<file path="config.mk">
export PLATFORM = sky130hd
export DESIGN_NAME = m1_stage
export DESIGN_NICKNAME = d
export VERILOG_FILES = /design/src/rtl/m1_stage.sv
export SDC_FILE = /design/constraint.sdc
export NUM_CORES = 1
export LEC_CHECK = 0
export ABC_AREA = 0
export BUFFER_PORTS_ARGS = -buffer_cell sky130_fd_sc_hd__buf_2
export CAP_MARGIN = 20
export CELL_PAD_IN_SITES_DETAIL_PLACEMENT = 1
export CELL_PAD_IN_SITES_GLOBAL_PLACEMENT = 2
export CORE_ASPECT_RATIO = 0.7
export CORE_MARGIN = 5
export CORE_UTILIZATION = 27
export DETAILED_ROUTE_END_ITERATION = 16
export PLACE_DENSITY = 0.89
export SLEW_MARGIN = 20
export SYNTH_ARGS = -nofsm -noshare
export SYNTH_HDL_FRONTEND = slang
export SYNTH_SLANG_ARGS = --single-unit
</file>
<file path="constraint.sdc">
create_clock -name clk -period 3.35 [get_ports clk]
set_input_delay 0.335 -clock clk [delete_from_list [all_inputs] [get_ports clk]]
set_output_delay 0.335 -clock clk [all_outputs]
set_load 0.02 [all_outputs]
</file>
<file path="src/rtl/m1_stage.sv">
// First memory stage: holds one instruction, issues the dcache address/store
// request, and forwards the result. `ADDR_ERR_CHECK_EN enables misaligned-address exceptions.
module m1_stage (
  input  logic         clk,
  input  logic         resetn,
  input  logic         es_to_m1s_valid,
  output logic         m1s_allowin,
  input  logic [116:0] es_to_m1s_bus,
  input  logic         ms_allowin,
  output logic         m1s_to_ms_valid,
  output logic [148:0] m1s_to_ms_bus,
  input  logic         flush,
  input  logic [31:0]  CP0_data,
  output logic         data_req,
  output logic         data_wr,
  output logic [3:0]   data_wstrb,
  output logic [31:0]  data_addr,
  output logic [31:0]  data_wdata,
  input  logic         data_addr_ok,
  output logic [4:0]   M1_dest,
  output logic [31:0]  M1_result,
  output logic         m1s_ex
);

  localparam logic [1:0] IDLE = 2'd0;
  localparam logic [1:0] WAIT = 2'd1;
  localparam logic [1:0] DONE = 2'd2;

  logic         m1s_valid_q, m1s_valid_d;
  logic [116:0] bus_q, bus_d;
  logic [1:0]   state_q, state_d;

  logic         mfc0, ex_in, gr_we;
  logic [31:0]  rt_value, alu_result;
  logic [11:0]  mem_inst;
  logic [4:0]   dest;
  logic [1:0]   a;
  logic         mem_op, addr_err, ex, ready_go, handshake;

  assign mfc0       = bus_q[116];
  assign ex_in      = bus_q[115];
  assign rt_value   = bus_q[114:83];
  assign mem_inst   = bus_q[82:71];
  assign gr_we      = bus_q[69];
  assign dest       = bus_q[68:64];
  assign alu_result = bus_q[63:32];
  assign a          = alu_result[1:0];

  assign mem_op = |mem_inst;
`ifdef ADDR_ERR_CHECK_EN
  assign addr_err = ((mem_inst[0] | mem_inst[1]) & (a != 2'b00))
                  | ((mem_inst[4] | mem_inst[5] | mem_inst[9]) & a[0]);
`else
  assign addr_err = 1'b0;
`endif
  assign ex = ex_in | addr_err;

  assign data_req  = m1s_valid_q & mem_op & ~ex & ~flush & (state_q != DONE);
  assign handshake = data_req & data_addr_ok;
  assign ready_go  = ~mem_op | ex | (state_q == DONE) | handshake;

  assign m1s_allowin     = ~m1s_valid_q | (ready_go & ms_allowin);
  assign m1s_to_ms_valid = m1s_valid_q & ready_go & ~flush;

  assign data_addr = {alu_result[31:2], 2'b00};
  assign data_wr   = mem_inst[1] | mem_inst[8] | mem_inst[9] | mem_inst[10] | mem_inst[11];

  always_comb begin
    data_wstrb = '0;
    data_wdata = '0;
    if (mem_inst[1]) begin
      data_wstrb = 4'b1111;
      data_wdata = rt_value;
    end else if (mem_inst[8]) begin
      data_wstrb = 4'b0001 << a;
      data_wdata = {4{rt_value[7:0]}};
    end else if (mem_inst[9]) begin
      data_wstrb = a[1] ? 4'b1100 : 4'b0011;
      data_wdata = {2{rt_value[15:0]}};
    end else if (mem_inst[10]) begin
      case (a)
        2'd0:    begin data_wstrb = 4'b0001; data_wdata = rt_value >> 24; end
        2'd1:    begin data_wstrb = 4'b0011; data_wdata = rt_value >> 16; end
        2'd2:    begin data_wstrb = 4'b0111; data_wdata = rt_value >> 8;  end
        default: begin data_wstrb = 4'b1111; data_wdata = rt_value;       end
      endcase
    end else if (mem_inst[11]) begin
      case (a)
        2'd0:    begin data_wstrb = 4'b1111; data_wdata = rt_value;       end
        2'd1:    begin data_wstrb = 4'b1110; data_wdata = rt_value << 8;  end
        2'd2:    begin data_wstrb = 4'b1100; data_wdata = rt_value << 16; end
        default: begin data_wstrb = 4'b1000; data_wdata = rt_value << 24; end
      endcase
    end
  end

  always_comb begin
    m1s_valid_d = m1s_valid_q;
    bus_d       = bus_q;
    if (flush) begin
      m1s_valid_d = 1'b0;
    end else if (m1s_allowin) begin
      m1s_valid_d = es_to_m1s_valid;
    end
    if (m1s_allowin && es_to_m1s_valid) begin
      bus_d = es_to_m1s_bus;
    end
  end

  // A request accepted while downstream stalls parks in DONE so it is not reissued.
  always_comb begin
    state_d = state_q;
    if (flush) begin
      state_d = IDLE;
    end else begin
      case (state_q)
        IDLE: begin
          if (data_req && !data_addr_ok)     state_d = WAIT;
          else if (handshake && !ms_allowin) state_d = DONE;
        end
        WAIT: begin
          if (handshake) state_d = ms_allowin ? IDLE : DONE;
        end
        DONE: begin
          if (ms_allowin) state_d = IDLE;
        end
        default: state_d = IDLE;
      endcase
    end
  end

  always_ff @(posedge clk or negedge resetn) begin
    if (!resetn) begin
      m1s_valid_q <= 1'b0;
      bus_q       <= '0;
      state_q     <= IDLE;
    end else begin
      m1s_valid_q <= m1s_valid_d;
      bus_q       <= bus_d;
      state_q     <= state_d;
    end
  end

  assign m1s_to_ms_bus = {mfc0, CP0_data, ex, bus_q[114:0]};
  assign M1_dest       = dest & {5{m1s_to_ms_valid & gr_we}};
  assign M1_result     = mfc0 ? CP0_data : alu_result;
  assign m1s_ex        = m1s_valid_q & ex;

endmodule

</file>
==> results of run 1 <==
[power groups by stage]
stage	Sequential (uW)	Combinational (uW)	Clock (uW)
2_1_floorplan	2220	1440	0
3_3_place_gp	2070	2500	0
3_5_place_dp	2090	2540	0
4_1_cts	2070	2550	2180
5_1_grt	2100	2680	2250
6_report	2060	2520	2120
[kinds of logic (layout without fill, tap and decap cells)]
group | after synthesis | count (layout) | synth area share [%]
flip-flops | 120 | 120 | 43.2
other | 1 | 2 | 0.0540
multiplexers | 179 | 179 | 28.5
AND/OR/NAND/NOR | 72 | 72 | 5.44
AO/OA/AOI/OAI | 108 | 108 | 12.1
buffers and inverters | 114 | 467 | 10.6
[registers in the layout, summed over array words and instances, names as in the netlist]
| register | count |
|---|---|
| bus_q | 117 |
| state_q | 2 |
| m1s_valid_q | 1 |
[through the flow]
stage                     util [%]  cell area, sq um  std cells  total power [uW]
after global placement        34.9              8890       1247              4580
final                         37.5              9570       1279              6700
after global routing          37.5              9570       1279              7030
after floorplan                  -              6950        595              3660
after detailed placement      34.9              8890       1247              4630
after CTS                     37.5              9570       1279              6800
[final cells by class]
cell class                      instances  area share (%)
Clock buffer                           19            4.63
Clock inverter                         12            2.33
Inverter                                8           0.314
Multi-Input combinational cell        361            33.5
Sequential cell                       120            31.4
Tap cell                              331            4.33
Timing Repair Buffer                  428            23.4
[routing by layer]
layer	share of wire, %	global-route usage, %	routed length (microns)
met5	0.12	0	34
met4	1.4	5.21	411
met3	7.5	5.51	2190
met2	51	33.3	14900
met1	40	23.2	11600
[placed cells by master, fill, tap and decap left out, types with 6 or more instances in the layout]
cell	netlist	routed
a211oi_1	6	6
a21oi_1	6	6
a221o_1	11	11
a22o_1	8	8
a22oi_1	18	18
buf_2	6	410
buf_4	71	12
bufinv_16	0	6
clkbuf_16	0	17
dfrtp_1	120	118
inv_1	7	7
mux2_1	40	40
mux2_2	109	109
mux2i_1	30	30
nand2_1	11	11
nor2_1	32	31
o21ai_0	15	14
o2bb2ai_1	7	7
o31ai_1	8	8
[worst paths after layout]
kind                             from             end  slack [ns]
max reg2reg                 bus_q[81]       bus_q[32]        0.80
min in group asynchronous      resetn       bus_q[90]        0.51
max in group asynchronous      resetn       bus_q[11]        2.04
max                         bus_q[79]  data_wdata[27]        0.30
min                        ms_allowin      state_q[1]        0.12
min reg2reg                state_q[1]      state_q[0]        0.48
[timing repair]
| item | 4_1_cts | 5_1_grt |
|---|---|---|
| gates resized for setup | 1 | 0 |
| setup endpoints to repair | 1 | 0 |
| hold buffers | 1 | 0 |
| endpoints found under the hold margin | 69 | 0 |
[worst max-delay path, cell delays in order (launching register included)]
cell,delay [ns]
dfrtp_1,0.52
or3_1,0.64
nor2_2,0.54
a22oi_1,0.11
o21ai_0,0.23
buf_2,0.26
==> metrics.txt, run 1 <==
# TYPE chip_impl_metric gauge
chip_impl_metric{name="drive_gt1_share",unit="%"} 60.8
chip_impl_info{name="root_buffer",value="clkbuf_16"} 1
chip_impl_info{name="worst_setup_path_start_kind",value="flip-flop"} 1
chip_impl_metric{name="pwr-share-clk",unit="%"} 31.7
chip_impl_metric{name="drv_slew",unit=""} 0
chip_impl_metric{name="required",unit="ns"} 3.01
chip_impl_info{name="worst-setup-path-type",value="flip-flop to output port"} 1
chip_impl_metric{name="setup_viol",unit=""} 0
chip_impl_metric{name="timing.final.hold_violations",unit=""} 0
chip_impl_metric{name="floorplan.core_area",unit="sq mm"} 0.0255
chip_impl_metric{name="antenna_cells",unit=""} 0
chip_impl_metric{name="fmax",unit="MHz"} 327
chip_impl_metric{name="r2r_cells",unit=""} 5
chip_impl_metric{name="post_drt_wl_per_cell",unit="microns"} 22.8
chip_impl_info{name="hold_path_class",value="input port to flip-flop"} 1
chip_impl_metric{name="worstHoldPathCells",unit=""} 2
chip_impl_metric{name="detailed_place_hpwl",unit="microns"} 22400
chip_impl_metric{name="ys_async_sr_fraction",unit="%"} 100
chip_impl_metric{name="nFillCells",unit=""} 2975
chip_impl_metric{name="std_cell_rows",unit=""} 49
chip_impl_metric{name="hold_ws",unit="ns"} 0.123
chip_impl_metric{name="final.period_utilization",unit="%"} 91.2
chip_impl_metric{name="maxCapViolations",unit=""} 0
chip_impl_metric{name="antenna_found_initial",unit=""} 6
chip_impl_metric{name="seq_area_frac_synth",unit="%"} 43.2
chip_impl_metric{name="antenna_nets_post_route",unit=""} 0
chip_impl_metric{name="drt_iter0_drc",unit=""} 245
chip_impl_metric{name="synth_top_cell_area_share",unit="%"} 43.2
chip_impl_metric{name="gp_congestion",unit=""} 0.835
chip_impl_info{name="yosysTopAreaCell",value="dfrtp_1"} 1
chip_impl_metric{name="syn2layout_area_growth",unit="%"} 37.8
chip_impl_metric{name="worst_path_clk_slew",unit="ns"} 0.06
chip_impl_metric{name="crit_arrival",unit="ns"} 2.72
chip_impl_metric{name="start_util",unit="%"} 27.2
chip_impl_metric{name="num_vias",unit=""} 6308
chip_impl_metric{name="top_level_ports",unit=""} 414
chip_impl_metric{name="floorplan.die_area",unit="sq mm"} 0.0291
chip_impl_metric{name="critical_path_peak_fanout",unit=""} 11
chip_impl_metric{name="period_needed",unit="ns"} 3.05
chip_impl_metric{name="multi_input_combinational_cell_area",unit="sq mm"} 0.00321
chip_impl_metric{name="count_of_nets_after_finishing",unit=""} 1091
chip_impl_info{name="synthTopCellsByCount",value="120 x dfrtp_1, 109 x mux2_2, 71 x buf_4"} 1
chip_impl_metric{name="synth_cell_type_count",unit=""} 50
chip_impl_metric{name="grt_max_degree",unit=""} 71
chip_impl_metric{name="power_frac_comb",unit="%"} 37.6
chip_impl_metric{name="seqPwrFrac",unit="%"} 30.8
chip_impl_info{name="run_status",value="complete, no violations"} 1
chip_impl_metric{name="timing_worst_slew_pin_value",unit="ns"} 0.888
chip_impl_metric{name="grt_first_pass_wirelength",unit="microns"} 42300
chip_impl_metric{name="post-route-worst-setup-slack",unit="ns"} 0.296
chip_impl_info{name="cp-end-kind",value="output port"} 1
chip_impl_metric{name="vdd_ir_drop_max",unit="V"} 0.000320
chip_impl_metric{name="synthCells",unit=""} 594
chip_impl_metric{name="number_of_enable_type_register_cells_in_the_synthesized_netlist",unit=""} 0
chip_impl_metric{name="drt_pass1_iterations",unit=""} 4
chip_impl_metric{name="cts_buffers",unit=""} 17
chip_impl_metric{name="detail_route.vias_per_cell",unit=""} 4.93
chip_impl_info{name="ys_dominant_reg_cell",value="dfrtp_1"} 1
chip_impl_metric{name="maxSlewHeadroom",unit="%"} 40.8
chip_impl_metric{name="grt_use_total",unit="%"} 19.0
chip_impl_metric{name="timing.clock.skew",unit="ns"} 0.0103
chip_impl_metric{name="grt_pass1_vias",unit=""} 6652
chip_impl_metric{name="syn_avg_cell_area",unit="sq um"} 11.7
chip_impl_metric{name="ys_seq_elements",unit=""} 120
chip_impl_metric{name="gr-total-overflow",unit=""} 0
chip_impl_metric{name="postCtsSetupBuffers",unit=""} 0
chip_impl_metric{name="pwr_density_cell",unit="mW/mm^2"} 700
chip_impl_metric{name="post_place_setup_slack",unit="ns"} 0.464
chip_impl_metric{name="regArea",unit="sq mm"} 0.00301
chip_impl_metric{name="synthesis.area",unit="sq mm"} 0.00695
chip_impl_metric{name="drt_wl_total",unit="microns"} 29100
chip_impl_metric{name="drc_errors",unit=""} 0
chip_impl_info{name="tritoncts",value="yes"} 1
chip_impl_metric{name="die-width",unit="microns"} 202
chip_impl_metric{name="ctsHtreeMaxLevel",unit=""} 4
chip_impl_metric{name="clock_path_buffers",unit=""} 2
chip_impl_metric{name="die_h",unit="microns"} 144
chip_impl_metric{name="clock_latency",unit="ns"} 0.42
chip_impl_metric{name="io_buffers",unit=""} 411
chip_impl_info{name="biggest_area_contributors_in_the_synthesized_netlist",value="dfrtp_1 43%, mux2_2 18%, buf_4 7.7%"} 1
chip_impl_metric{name="setup-tns-final",unit="ns"} 0
chip_impl_metric{name="leakagePower",unit="uW"} 0.00466
chip_impl_metric{name="internal_power",unit="uW"} 4080
chip_impl_metric{name="synth_warnings",unit=""} 0
chip_impl_metric{name="clkSinkCount",unit=""} 120
chip_impl_info{name="synth.most_common_cell",value="dfrtp_1"} 1
chip_impl_info{name="rsz_0062_raised_after_global_routing",value="false"} 1
chip_impl_metric{name="power_switching_share",unit="%"} 39.1
chip_impl_metric{name="net-switching-power",unit="uW"} 2620
Power figures use the tool's default switching activity.
==> run 2, diff against run 1 <==
--- a/config.mk
+++ b/config.mk
@@ -15,6 +15,7 @@
 export CORE_UTILIZATION = 27
 export DETAILED_ROUTE_END_ITERATION = 16
 export PLACE_DENSITY = 0.89
+export SETUP_SLACK_MARGIN = 0.5
 export SLEW_MARGIN = 20
 export SYNTH_ARGS = -nofsm -noshare
 export SYNTH_HDL_FRONTEND = slang
==> run 2 against run 1 <==
Sequential cell count unchanged; wire length up 0.41%; hold slack hardly changed; die area unchanged; clock skew is 0.0015 ns lower; combinational power hardly changed; core utilization is 0.22 points higher; count of clock-buffer cells in the layout unchanged; design area rose by 0.59%; total power is 0.39% higher; critical path depth grew 2; register-to-register slack better by 0.12 ns; critical path type unchanged; highest routed layer unchanged.
==> metrics.txt, run 2 (synthesis results as in run 1) <==
# TYPE chip_impl_metric gauge
chip_impl_metric{name="maxSlewHeadroom",unit="%"} 44.3
chip_impl_metric{name="largest_register_ff_count",unit=""} 117
chip_impl_info{name="crit_path_cell_trace",value="buf_4 > or2_2 > o21ai_1 > buf_4 > a22oi_1 > o21ai_1 > buf_2"} 1
chip_impl_metric{name="vdd_ir_drop_max",unit="V"} 0.000317
chip_impl_metric{name="fmax",unit="MHz"} 362
chip_impl_metric{name="clkSinkCount",unit=""} 120
chip_impl_metric{name="count_of_nets_after_finishing",unit=""} 1094
chip_impl_metric{name="die-width",unit="microns"} 202
chip_impl_metric{name="std_cell_rows",unit=""} 49
chip_impl_metric{name="timing_worst_slew_pin_value",unit="ns"} 0.835
chip_impl_info{name="largest_register_by_flop_count",value="bus_q"} 1
chip_impl_metric{name="clock_path_buffers",unit=""} 2
chip_impl_info{name="cp-end-kind",value="output port"} 1
chip_impl_metric{name="required",unit="ns"} 3.01
chip_impl_metric{name="worst_path_clk_slew",unit="ns"} 0.06
chip_impl_info{name="min_delay_worst_endpoint",value="state_q[1]"} 1
chip_impl_metric{name="cts_buffers",unit=""} 17
chip_impl_metric{name="post_drt_wl_per_cell",unit="microns"} 22.8
chip_impl_info{name="r2r-end",value="bus_q[32]"} 1
chip_impl_metric{name="drt_pass1_iterations",unit=""} 5
chip_impl_metric{name="total_power",unit="uW"} 6720
chip_impl_metric{name="crit_arrival",unit="ns"} 2.43
chip_impl_metric{name="clock_latency",unit="ns"} 0.42
chip_impl_metric{name="worstHoldPathCells",unit=""} 2
chip_impl_metric{name="r2r_slack",unit="ns"} 0.92
chip_impl_metric{name="antenna_found_initial",unit=""} 6
chip_impl_metric{name="drt_wl_total",unit="microns"} 29300
chip_impl_metric{name="antenna_nets_post_route",unit=""} 0
chip_impl_info{name="critical_path.reg2reg.startpoint",value="bus_q[80]"} 1
chip_impl_metric{name="max_stage_delay",unit="ns"} 0.49
chip_impl_metric{name="grt_use_total",unit="%"} 19.1
chip_impl_metric{name="grt_first_pass_wirelength",unit="microns"} 42400
chip_impl_metric{name="timing.clock.skew",unit="ns"} 0.00875
chip_impl_metric{name="die_h",unit="microns"} 144
chip_impl_info{name="slowest_stage",value="dfrtp_2"} 1
chip_impl_metric{name="drt_iter0_drc",unit=""} 257
chip_impl_metric{name="r2r_cells",unit=""} 6
chip_impl_metric{name="grt_max_degree",unit=""} 71
chip_impl_metric{name="timing.final.hold_violations",unit=""} 0
chip_impl_metric{name="post-route-worst-setup-slack",unit="ns"} 0.587
chip_impl_metric{name="floorplan.die_area",unit="sq mm"} 0.0291
chip_impl_metric{name="setup_viol",unit=""} 0
chip_impl_metric{name="drc_errors",unit=""} 0
chip_impl_metric{name="gr-total-overflow",unit=""} 0
chip_impl_metric{name="setup-tns-final",unit="ns"} 0
chip_impl_info{name="worst-setup-path-type",value="flip-flop to output port"} 1
chip_impl_metric{name="grt_pass1_vias",unit=""} 6669
chip_impl_info{name="most-common-layout-cells",value="410 x buf_2, 115 x dfrtp_1, 109 x mux2_2, 40 x mux2_1, 31 x nor2_1"} 1
chip_impl_metric{name="gp_congestion",unit=""} 0.835
chip_impl_metric{name="detailed_place_hpwl",unit="microns"} 22400
chip_impl_metric{name="fin_util",unit="%"} 37.7
chip_impl_metric{name="ctsHtreeMaxLevel",unit=""} 4
chip_impl_info{name="layout_commonest_cell",value="buf_2"} 1
chip_impl_metric{name="antenna_cells",unit=""} 0
chip_impl_metric{name="post_place_setup_slack",unit="ns"} 0.464
chip_impl_info{name="rsz_0062_raised_after_global_routing",value="true"} 1
chip_impl_info{name="root_buffer",value="clkbuf_16"} 1
chip_impl_info{name="worst_setup_path_start_kind",value="flip-flop"} 1
chip_impl_info{name="critical_path.top_delay_family",value="buffers and inverters"} 1
chip_impl_metric{name="pwr_density_cell",unit="mW/mm^2"} 699
chip_impl_info{name="tritoncts",value="yes"} 1
chip_impl_info{name="run_status",value="complete, no violations"} 1
chip_impl_metric{name="leakagePower",unit="uW"} 0.00468
chip_impl_metric{name="io_buffers",unit=""} 411
chip_impl_metric{name="num_vias",unit=""} 6335
chip_impl_metric{name="drv_slew",unit=""} 0
chip_impl_metric{name="final.period_utilization",unit="%"} 82.5
chip_impl_metric{name="top_level_ports",unit=""} 414
chip_impl_metric{name="start_util",unit="%"} 27.2
chip_impl_metric{name="period_needed",unit="ns"} 2.76
chip_impl_metric{name="detail_route.vias_per_cell",unit=""} 4.94
chip_impl_metric{name="critical_path_peak_fanout",unit=""} 21
chip_impl_metric{name="drive_gt1_share",unit="%"} 61.6
chip_impl_metric{name="critical_path_buf_inv_count",unit=""} 3
chip_impl_info{name="largestRegisters",value="bus_q (117), state_q (2), m1s_valid_q (1)"} 1
chip_impl_info{name="hold_path_class",value="input port to flip-flop"} 1
chip_impl_metric{name="syn2layout_area_growth",unit="%"} 38.6
chip_impl_metric{name="floorplan.core_area",unit="sq mm"} 0.0255
chip_impl_info{name="timing.hold.worst.start",value="ms_allowin"} 1
chip_impl_metric{name="maxCapViolations",unit=""} 0
run 2: changes by cell type in the layout (fill, tap and decap cells not counted), sizes merged:
| cell | delta |
|---|---|
| buf | +3 |
run 2: power by group:
group / switching, uW / total [uW] / internal, uW
clock network: 706 / 2120 / 1410
registers: 365 / 2060 / 1690
logic: 1560 / 2550 / 987
run 2: final cells by class:
class / instances / area [sq um]
clock inverters: 12 / 223
clock buffers: 19 / 443
flip-flops and latches: 120 / 3010
fillers: 2967 / 15900
well taps: 331 / 414
multi-input cells: 361 / 3230
repair buffers: 431 / 2270
inverters: 8 / 32.5
run 2: repair_timing:
action / in CTS / in global routing
endpoints found under the setup margin: 22 / 18
pin swaps: 0 / 1
buffers inserted: 0 / 3
resized for setup: 8 / 6
endpoints found under the hold margin: 69 / 0
hold buffers: 1 / 0
run 2: worst reg2reg max path: stages, from the launching register on:
cell	delay, ns
dfrtp_1	0.39
buf_4	0.19
nor3_4	0.31
nand4_4	0.22
a41oi_4	0.47
buf_12	0.29
mux2_1	0.43
run 2: worst max-delay path by stage:
| stage | depth (start not counted) | end | slack [ns] | from |
|---|---|---|---|---|
| after floorplan | 5 | M1_dest[0] | 0.73 | bus_q[72] |
| after global placement | 5 | data_wdata[27] | 0.52 | bus_q[79] |
| after detailed placement | 5 | data_wdata[27] | 0.46 | bus_q[79] |
| after CTS | 5 | data_wdata[27] | 0.41 | bus_q[79] |
| after global routing | 7 | data_wdata[27] | 0.46 | bus_q[79] |
| final | 7 | data_wdata[27] | 0.59 | bus_q[79] |
run 2: routing by layer:
| metal | wire [microns] | share of wire [%] | track usage (%) |
|---|---|---|---|
| met4 | 427 | 1.5 | 5.28 |
| met3 | 2120 | 7.2 | 5.51 |
| met5 | 34 | 0.12 | 0 |
| met2 | 14800 | 51 | 33.3 |
| met1 | 11900 | 41 | 23.2 |
run 2: through the flow:
step	hold slack, ns	cell area (sq um)	cells
after floorplan	0.0394	6950	595
after global placement	0.411	8890	1247
after detailed placement	0.412	8890	1247
after CTS	0.0875	9590	1279
after global routing	0.0954	9620	1282
final	0.123	9620	1282
==> run 3, diff against run 2 <==
--- a/config.mk
+++ b/config.mk
@@ -12,9 +12,9 @@
 export CELL_PAD_IN_SITES_GLOBAL_PLACEMENT = 2
 export CORE_ASPECT_RATIO = 0.7
 export CORE_MARGIN = 5
-export CORE_UTILIZATION = 27
+export CORE_UTILIZATION = 23
 export DETAILED_ROUTE_END_ITERATION = 16
-export PLACE_DENSITY = 0.89
+export PLACE_DENSITY = 0.81
 export SETUP_SLACK_MARGIN = 0.5
 export SLEW_MARGIN = 20
 export SYNTH_ARGS = -nofsm -noshare
==> constraint.sdc (replaced) <==
create_clock -name clk -period 2.5 [get_ports clk]
set_input_delay 0.25 -clock clk [delete_from_list [all_inputs] [get_ports clk]]
set_output_delay 0.25 -clock clk [all_outputs]
set_load 0.02 [all_outputs]
==> run 3 against run 2 <==
Global-route usage decreased by 0.22 points; critical path depth increased by 2; register-to-register slack got worse by 0.83 ns; total power increased by 53%; sequential cell count unchanged; clock power increased by 14%; via count increased by 8.8%; sequential share of layout area decreased by 6.8 points; worst setup slack got worse by 0.50 ns; count of clock-buffer cells in the layout increased by 4.
==> metrics.txt, run 3 (synthesis results as in run 1) <==
# TYPE chip_impl_metric gauge
chip_impl_metric{name="post-route-worst-setup-slack",unit="ns"} 0.0915
chip_impl_metric{name="wl_met2",unit="microns"} 17700
chip_impl_metric{name="start_util",unit="%"} 23.2
chip_impl_metric{name="syn2layout_area_growth",unit="%"} 76.9
chip_impl_metric{name="clock_path_buffers",unit=""} 2
chip_impl_metric{name="setup-tns-final",unit="ns"} 0
chip_impl_metric{name="crit_arrival",unit="ns"} 2.72
chip_impl_metric{name="clock_latency",unit="ns"} 0.43
chip_impl_metric{name="drv_slew",unit=""} 0
chip_impl_metric{name="met1_length",unit="microns"} 14700
chip_impl_info{name="most-common-layout-cells",value="366 x buf_2, 113 x dfrtp_1, 93 x mux2_4, 69 x buf_6, 57 x buf_4"} 1
chip_impl_metric{name="required",unit="ns"} 2.81
chip_impl_metric{name="grt_pass1_vias",unit=""} 7225
chip_impl_info{name="tritoncts",value="yes"} 1
chip_impl_metric{name="leakagePower",unit="uW"} 0.00589
chip_impl_info{name="largestRegisters",value="bus_q (117), state_q (2), m1s_valid_q (1)"} 1
chip_impl_metric{name="drc_errors",unit=""} 0
chip_impl_metric{name="final.period_utilization",unit="%"} 96.3
chip_impl_metric{name="antenna_found_initial",unit=""} 5
chip_impl_metric{name="cts_buffers",unit=""} 17
chip_impl_metric{name="period_needed",unit="ns"} 2.41
chip_impl_metric{name="timing.final.hold_violations",unit=""} 0
chip_impl_metric{name="top_level_ports",unit=""} 414
chip_impl_info{name="worst_setup_path_start_kind",value="flip-flop"} 1
chip_impl_metric{name="largest_register_ff_count",unit=""} 117
chip_impl_metric{name="die_h",unit="microns"} 155
chip_impl_metric{name="ctsHtreeMaxLevel",unit=""} 4
chip_impl_metric{name="floorplan.core_area",unit="sq mm"} 0.0299
chip_impl_metric{name="grt_first_pass_wirelength",unit="microns"} 47700
chip_impl_info{name="root_buffer",value="clkbuf_16"} 1
chip_impl_metric{name="pwr_density_cell",unit="mW/mm^2"} 836
chip_impl_metric{name="gr-total-overflow",unit=""} 0
chip_impl_metric{name="post_place_setup_slack",unit="ns"} 0.243
chip_impl_metric{name="post_drt_wl_per_cell",unit="microns"} 24.4
chip_impl_metric{name="gp_congestion",unit=""} 0.820
chip_impl_metric{name="drive_gt1_share",unit="%"} 77.2
chip_impl_metric{name="detail_route.vias_per_cell",unit=""} 4.69
chip_impl_metric{name="critical_path_peak_fanout",unit=""} 5
chip_impl_metric{name="die-width",unit="microns"} 218
chip_impl_metric{name="timing_worst_slew_pin_value",unit="ns"} 0.721
chip_impl_metric{name="wl_met3",unit="microns"} 2400
chip_impl_metric{name="timing.clock.skew",unit="ns"} 0.0173
chip_impl_metric{name="std_cell_rows",unit=""} 53
chip_impl_info{name="layout_commonest_cell",value="buf_2"} 1
chip_impl_metric{name="antenna_nets_post_route",unit=""} 0
chip_impl_metric{name="grt_use_total",unit="%"} 18.8
chip_impl_info{name="hold_path_class",value="input port to flip-flop"} 1
chip_impl_metric{name="total_power",unit="uW"} 10300
chip_impl_metric{name="drt_pass1_iterations",unit=""} 5
chip_impl_metric{name="vdd_ir_drop_max",unit="V"} 0.000350
chip_impl_metric{name="clkSinkCount",unit=""} 120
chip_impl_metric{name="grt_max_degree",unit=""} 69
chip_impl_info{name="worst-setup-path-type",value="flip-flop to flip-flop"} 1
chip_impl_metric{name="setup_viol",unit=""} 0
chip_impl_metric{name="maxCapViolations",unit=""} 0
chip_impl_metric{name="drt_iter0_drc",unit=""} 364
chip_impl_info{name="rsz_0062_raised_after_global_routing",value="true"} 1
chip_impl_info{name="largest_register_by_flop_count",value="bus_q"} 1
chip_impl_metric{name="io_buffers",unit=""} 411
chip_impl_info{name="run_status",value="complete, no violations"} 1
chip_impl_info{name="highest_layer",value="met5"} 1
chip_impl_metric{name="count_of_nets_after_finishing",unit=""} 1199
chip_impl_metric{name="drt_wl_total",unit="microns"} 35800
chip_impl_metric{name="maxSlewHeadroom",unit="%"} 51.9
chip_impl_metric{name="worst_path_clk_slew",unit="ns"} 0.06
chip_impl_metric{name="fmax",unit="MHz"} 415
chip_impl_metric{name="antenna_cells",unit=""} 0
chip_impl_metric{name="floorplan.die_area",unit="sq mm"} 0.0338
chip_impl_info{name="cp-end-kind",value="flip-flop"} 1
chip_impl_metric{name="num_vias",unit=""} 6892
chip_impl_metric{name="detailed_place_hpwl",unit="microns"} 23600
-- run 3: cell count changes in the layout (fill, tap and decap cells not counted), sizes merged, moves of 3 or more --
cell	before	now
clkinv	3	6
buf	430	526
clkbuf	19	31
bufinv	6	1
-- run 3: where the power goes --
group          internal (uW)  switching (uW)  leakage [uW]
Combinational           2410            2660       0.00421
Sequential              2270             510       0.00140
Clock                   1460             957      0.000279
Total                   6140            4130       0.00589
-- run 3: path summary, 6_finish.rpt --
path,from,endpoint,slack [ns],cells past startpoint
max,bus_q[71],bus_q[40],0.09,9
min in group asynchronous,resetn,bus_q[93],0.40,2
max reg2reg,bus_q[71],bus_q[40],0.09,9
min,es_to_m1s_bus[31],bus_q[31],0.03,2
max in group asynchronous,resetn,bus_q[21],1.36,3
min reg2reg,bus_q[3],bus_q[3],0.48,1
-- run 3: critical path: stages, from the launching register on --
cell	delay, ns
dfrtp_1	0.42
nor4_4	0.33
nand4_4	0.18
buf_6	0.17
a41oi_4	0.26
buf_12	0.15
buf_12	0.13
buf_12	0.15
clkbuf_16	0.17
mux2_4	0.30
-- run 3: area by class of cell --
type | count | area [sq um]
fill | 3304 | 17600
clock buffer | 23 | 488
clock inverter | 8 | 71.3
multi-input combinational | 361 | 4190
inverter | 8 | 35.0
sequential | 120 | 3010
timing repair buffer | 536 | 3970
tap | 412 | 515
-- run 3: timing repair --
action | in CTS | in global routing
endpoints found under the hold margin | 65 | 0
cloned | 9 | 9
endpoints found under the setup margin | 190 | 191
gates resized for setup | 187 | 191
pin swaps | 54 | 31
setup buffers | 50 | 24
hold buffers | 1 | 0
-- run 3: through the flow --
stage	hold WS (ns)	utilization (%)	cells	area, sq um
final	0.0338	41.1	1468	12300
after global routing	0.0104	41.1	1468	12300
after CTS	0.00989	37.2	1435	11100
after detailed placement	0.313	30.8	1344	9200
after global placement	0.316	30.8	1344	9200
after floorplan	-0.0456	-	595	7050
-- run 3: layer usage --
metal	vias to the layer above	track usage, %
li1	3043	-
met4	10	6.83
met5	-	0
met3	56	5.97
met2	293	32.2
met1	3490	22.4
